<file path="config.mk">
export PLATFORM = sky130hd
export DESIGN_NAME = fetch_stage
export DESIGN_NICKNAME = d
export VERILOG_FILES = /design/src/rtl/fetch_stage.sv
export SDC_FILE = /design/constraint.sdc
export NUM_CORES = 1
export LEC_CHECK = 0
export ABC_AREA = 1
export CAP_MARGIN = 10
export CORE_MARGIN = 1.5
export CORE_UTILIZATION = 25
export DETAILED_ROUTE_END_ITERATION = 10
export PLACE_DENSITY = 0.52
export SLEW_MARGIN = 20
export SYNTH_ARGS = -nofsm -noshare
export SYNTH_HDL_FRONTEND = slang
export SYNTH_SLANG_ARGS = --single-unit
</file>
<file path="constraint.sdc">
create_clock -name clk -period 2.45 [get_ports clk]
set_input_delay 0.49 -clock clk [delete_from_list [all_inputs] [get_ports clk]]
set_output_delay 0.49 -clock clk [all_outputs]
set_load 0.02 [all_outputs]
</file>
<file path="src/rtl/fetch_stage.sv">
// Instruction-fetch stage: owns the PC, requests words from instruction memory
// over a req/valid handshake, selects the next PC, and drives the IF/ID register.
// A one-entry skip buffer keeps a response that lands during a decode stall, and
// in-flight fetches are drained and discarded when the PC is redirected.
module fetch_stage #(
    parameter int unsigned                PC_WIDTH    = 16,
    parameter int unsigned                INSTR_WIDTH = 16,
    parameter logic [PC_WIDTH-1:0]        RESET_PC    = '0,
    parameter logic [INSTR_WIDTH-1:0]     NOP         = '0
) (
    input  logic                   clk,
    input  logic                   reset,
    input  logic                   stall,
    input  logic [1:0]             pc_src,
    input  logic [PC_WIDTH-1:0]    branch_target,
    input  logic [PC_WIDTH-1:0]    jump_target,
    input  logic [PC_WIDTH-1:0]    return_addr,
    output logic                   imem_req,
    output logic [PC_WIDTH-1:0]    imem_addr,
    input  logic                   imem_valid,
    input  logic [INSTR_WIDTH-1:0] imem_rdata,
    output logic [INSTR_WIDTH-1:0] instruction,
    output logic [PC_WIDTH-1:0]    npc,
    output logic [PC_WIDTH-1:0]    pc_out,
    output logic                   if_valid
);

    typedef enum logic [1:0] {
        ST_REQ   = 2'd0,  // request outstanding at pc
        ST_DRAIN = 2'd1,  // squashed request outstanding at drain_addr
        ST_BUF   = 2'd2   // response parked in skip buffer, no request
    } state_t;

    state_t                 state, state_n;
    logic [PC_WIDTH-1:0]    pc, pc_n;
    logic [PC_WIDTH-1:0]    drain_addr, drain_addr_n;
    logic [INSTR_WIDTH-1:0] buf_instr, buf_instr_n;
    logic [PC_WIDTH-1:0]    buf_pc, buf_pc_n;
    logic [INSTR_WIDTH-1:0] instr_n;
    logic [PC_WIDTH-1:0]    npc_n, pc_out_n;
    logic                   if_valid_n;

    logic [PC_WIDTH-1:0]    redirect_pc;
    logic [PC_WIDTH-1:0]    pc_inc;
    logic [PC_WIDTH-1:0]    buf_pc_inc;

    assign pc_inc     = pc + PC_WIDTH'(1);
    assign buf_pc_inc = buf_pc + PC_WIDTH'(1);

    // Memory request: active unless a response is parked; a squashed request
    // keeps its original address until its response arrives.
    assign imem_req  = (state != ST_BUF);
    assign imem_addr = (state == ST_DRAIN) ? drain_addr : pc;

    // Redirect target selection.
    always_comb begin
        redirect_pc = pc;
        case (pc_src)
            2'b01:   redirect_pc = branch_target;
            2'b10:   redirect_pc = jump_target;
            2'b11:   redirect_pc = return_addr;
            default: redirect_pc = pc;
        endcase
    end

    // Next-state and next-register logic: redirect > stall > normal.
    always_comb begin
        state_n      = state;
        pc_n         = pc;
        drain_addr_n = drain_addr;
        buf_instr_n  = buf_instr;
        buf_pc_n     = buf_pc;
        instr_n      = instruction;
        npc_n        = npc;
        pc_out_n     = pc_out;
        if_valid_n   = if_valid;

        if (pc_src != 2'b00) begin
            pc_n        = redirect_pc;
            instr_n     = NOP;
            if_valid_n  = 1'b0;
            buf_instr_n = '0;
            buf_pc_n    = '0;
            case (state)
                ST_REQ: begin
                    if (!imem_valid) begin
                        state_n      = ST_DRAIN;
                        drain_addr_n = pc;
                    end
                end
                // A response landing here retires the squashed request, so
                // nothing remains to drain.
                ST_DRAIN: state_n = imem_valid ? ST_REQ : ST_DRAIN;
                ST_BUF:   state_n = ST_REQ;
                default:  state_n = ST_REQ;
            endcase
        end else begin
            case (state)
                ST_REQ: begin
                    if (imem_valid) begin
                        pc_n = pc_inc;
                        if (stall) begin
                            buf_instr_n = imem_rdata;
                            buf_pc_n    = pc;
                            state_n     = ST_BUF;
                        end else begin
                            instr_n    = imem_rdata;
                            pc_out_n   = pc;
                            npc_n      = pc_inc;
                            if_valid_n = 1'b1;
                        end
                    end else if (!stall) begin
                        instr_n    = NOP;
                        if_valid_n = 1'b0;
                    end
                end
                ST_DRAIN: begin
                    if (imem_valid) begin
                        state_n = ST_REQ;
                    end
                    if (!stall) begin
                        instr_n    = NOP;
                        if_valid_n = 1'b0;
                    end
                end
                ST_BUF: begin
                    if (!stall) begin
                        instr_n     = buf_instr;
                        pc_out_n    = buf_pc;
                        npc_n       = buf_pc_inc;
                        if_valid_n  = 1'b1;
                        buf_instr_n = '0;
                        buf_pc_n    = '0;
                        state_n     = ST_REQ;
                    end
                end
                default: state_n = ST_REQ;
            endcase
        end
    end

    // State, PC, skip buffer and IF/ID registers.
    always_ff @(posedge clk) begin
        if (reset) begin
            state       <= ST_REQ;
            pc          <= RESET_PC;
            drain_addr  <= '0;
            buf_instr   <= '0;
            buf_pc      <= '0;
            instruction <= NOP;
            npc         <= '0;
            pc_out      <= '0;
            if_valid    <= 1'b0;
        end else begin
            state       <= state_n;
            pc          <= pc_n;
            drain_addr  <= drain_addr_n;
            buf_instr   <= buf_instr_n;
            buf_pc      <= buf_pc_n;
            instruction <= instr_n;
            npc         <= npc_n;
            pc_out      <= pc_out_n;
            if_valid    <= if_valid_n;
        end
    end

endmodule
</file>
==> results.tsv <==
metric	value	unit
Sequential Power Share	32.5	%
leak pwr	3.33	nW
Synth-to-Final Area Change	40.2	%
port buffer count	135	
residual DRC count	0	
synthesized area	6140	um2
VDD IR max	0.000440	V
switching pwr	2.12	mW
row count	57	
Vias/cell	4.74	
largest net degree at the start of global routing	52	
WL per Instance	15.2	um
final hold vios	0	
critical path fanouts, max	31	
1st-iter DRT viols	583	
PD cells	765	nW/um2
post-synthesis sequential area ratio	37.5	%
Mapped Nets	1016	
Req. time, crit path	1.96	ns
final RePlAce weighted congestion	0.870	
Routed Antenna Nets	0	
Sequential Area	2300	um2
Max Freq	429	MHz
final setup fails	0	
final worst setup slack	0.121	ns
vias in the first global route	6278	
Non-Filler Instances	1405	
max-slew violations	0	
Setup Skew	0.00940	ns
TritonCTS Buffers	17	
Chip Height	160	um
Multi-input gate area	3270	um2
slew margin rel.	62.6	%
CTS tree	built	
WP data arrival	1.84	ns
share of layout cells above drive strength 1	8.23	%
max-cap viol count	0	
# nets final	1152	
fraction of registers with async set/reset	0	%
Setup WS pre-CTS	0.105	ns
Pre-antenna DRT Iters	6	
initial core utilization	25.3	%
worst skew pair latency	0.42	ns
Crit. End Element	output port	
CTS clk-pin slew, worst paths	0.06	ns
diode count	0	
die area	25500	um2
IO Count	136	
WL final	21400	um
Syn Area/Cell	6.58	um2
crit path time final	2.33	ns
Clock Root Buffer	clkbuf_16	
core area	24200	um2
main flop type after synthesis	dfxtp_1	
synth warn	0	
slew at the pin with the worst max-slew slack	0.555	ns
RSZ-0062 raised after global routing	no	
total global-route track usage	16.9	%
Sw Ratio	32.2	%
first-pass GRT wire length	33900	um
Post-synth EDFFs	0	
unique cell type count in the Yosys netlist	33	
Post-Syn Instances	934	
DP HPWL	15700	um
Period Utilization, post-route	95.1	%
status	completed	
Hold WC Path Type	flip-flop to flip-flop	
clk sink count	115	
Clock Path Buffers	2	
Startpoint Class	flip-flop	
Final Util	35.5	%
#FFs+latches synth	115	
Comb power frac	27.2	%
Filler Cell Count	2580	
Inst Count DP	1375	
Horiz. Die Dim	160	um
grt ovf	0	
WS Path Type	flip-flop to output port	
antenna violations before repair	0	
Clock power frac	40.2	%
H-tree depth	4	
Worst Hold Slack	0.460	ns
setup TNS	0	ns
Internal	4.46	mW
# hold bufs at CTS	0	
DR vias	6657	
## power groups by stage
stage	registers, mW	logic (mW)	clock network [mW]
after CTS	2.14	1.80	2.69
after detailed placement	2.18	1.83	0
final	2.14	1.79	2.65
after floorplan	2.22	0.997	0
after global placement	2.18	1.82	0
after global routing	2.16	1.98	2.77
## what timing repair did
item | in CTS | in global routing
resized for setup | 19 | 0
setup endpoints to repair | 17 | 0
endpoints found under the hold margin | 0 | 0
setup buffers | 0 | 0
## worst max-delay path, cell delays in order, from the launching register on
cell and delay [ns]:
dfxtp_1 0.33, inv_1 0.07, ha_2 0.21, buf_12 0.17, o21ai_0 0.27, dlygate4sd2_1 0.37
## sequential cells by signal, summed over array words and instances, names as in the netlist, named ones only
register / cells
buf_pc: 16
pc_out: 16
pc: 16
drain_addr: 16
buf_instr: 16
npc: 16
state: 2
instruction: 16
## stage by stage
| stage | power [mW] | cell area [um2] |
|---|---|---|
| 6_report | 6.58 | 8610 |
| 5_1_grt | 6.91 | 8610 |
| 4_1_cts | 6.63 | 8610 |
| 3_5_place_dp | 4.01 | 8010 |
| 3_3_place_gp | 4.00 | 8010 |
| 2_1_floorplan | 3.21 | 6140 |
## final cells by class
type / count / share of cell area (%)
clock inverters: 9 / 1.80
well taps: 324 / 4.71
flip-flops and latches: 115 / 26.7
multi-input cells: 681 / 38.0
clock buffers: 21 / 5.35
repair buffers: 178 / 20.1
inverters: 77 / 3.36
## cells in the final DEF, fill, tap and decap left out, types with 2 or more instances in the layout
cell,instances
nand2_1,213
clkdlybuf4s50_1,118
dfxtp_1,115
a21oi_1,114
nor2_1,79
nand3_1,77
o21ai_0,70
inv_1,64
buf_4,37
o21ai_1,36
nor3_1,21
clkbuf_16,17
dlygate4sd2_1,17
a31oi_1,16
inv_2,11
xor2_1,11
ha_1,11
a211oi_1,6
buf_12,6
nand4_1,5
o211ai_1,4
o22ai_1,4
bufinv_16,4
nand2_2,2
clkinv_1,2
nor2_2,2
xnor2_1,2
clkbuf_1,2
clkinv_4,2
clkinv_2,2
clkbuf_8,2
## cell usage after synthesis, types with 2 or more instances
| library cell | instances | area [um2] |
|---|---|---|
| a21oi_1 | 114 | 571 |
| o211ai_1 | 4 | 30.0 |
| a211oi_1 | 6 | 45.0 |
| nand2_1 | 213 | 800 |
| inv_2 | 10 | 37.5 |
| nand3_1 | 77 | 385 |
| buf_2 | 20 | 100 |
| o22ai_1 | 4 | 25.0 |
| xor2_1 | 11 | 96.3 |
| xnor2_1 | 2 | 17.5 |
| buf_1 | 3 | 11.3 |
| buf_6 | 2 | 22.5 |
| nand2_2 | 2 | 12.5 |
| clkinv_1 | 2 | 7.51 |
| nor3_1 | 21 | 105 |
| nand4_1 | 5 | 31.3 |
| dfxtp_1 | 115 | 2300 |
| nor2_1 | 79 | 297 |
| o21ai_0 | 70 | 350 |
| ha_1 | 12 | 150 |
| a31oi_1 | 16 | 100 |
| inv_1 | 65 | 244 |
| o21ai_1 | 36 | 180 |
| buf_4 | 4 | 30.0 |
| nor2_2 | 2 | 12.5 |
| clkbuf_1 | 32 | 120 |
## cell families after synthesis
kind of cell / after synthesis / synth area share [%]
buf+inv: 138 / 9.33
compound gates: 253 / 21.6
xor+xnor: 13 / 1.85
simple gates: 403 / 27.3
flops: 115 / 37.5
fa+ha+maj: 12 / 2.44
## final timing paths
path,start,to,slack (ns),cells past startpoint
worst min-delay path,npc[0]$_SDFFE_PP0P_,npc[0]$_SDFFE_PP0P_,0.46,2
worst max register to register,state[0]$_SDFFE_PP0P_,npc[3]$_SDFFE_PP0P_,0.36,12
worst max-delay path,state[1]$_SDFFE_PP0P_,imem_addr[9],0.12,5
worst min register to register,npc[0]$_SDFFE_PP0P_,npc[0]$_SDFFE_PP0P_,0.46,2
## per-layer routing
metal / global-route usage, % / part of all wire [%]
met3: 3.58 / 5.5
met4: 4.93 / 1.3
met2: 27.8 / 47
met1: 22.3 / 47
met5: 0 / 0
Power figures use the tool's default switching activity.
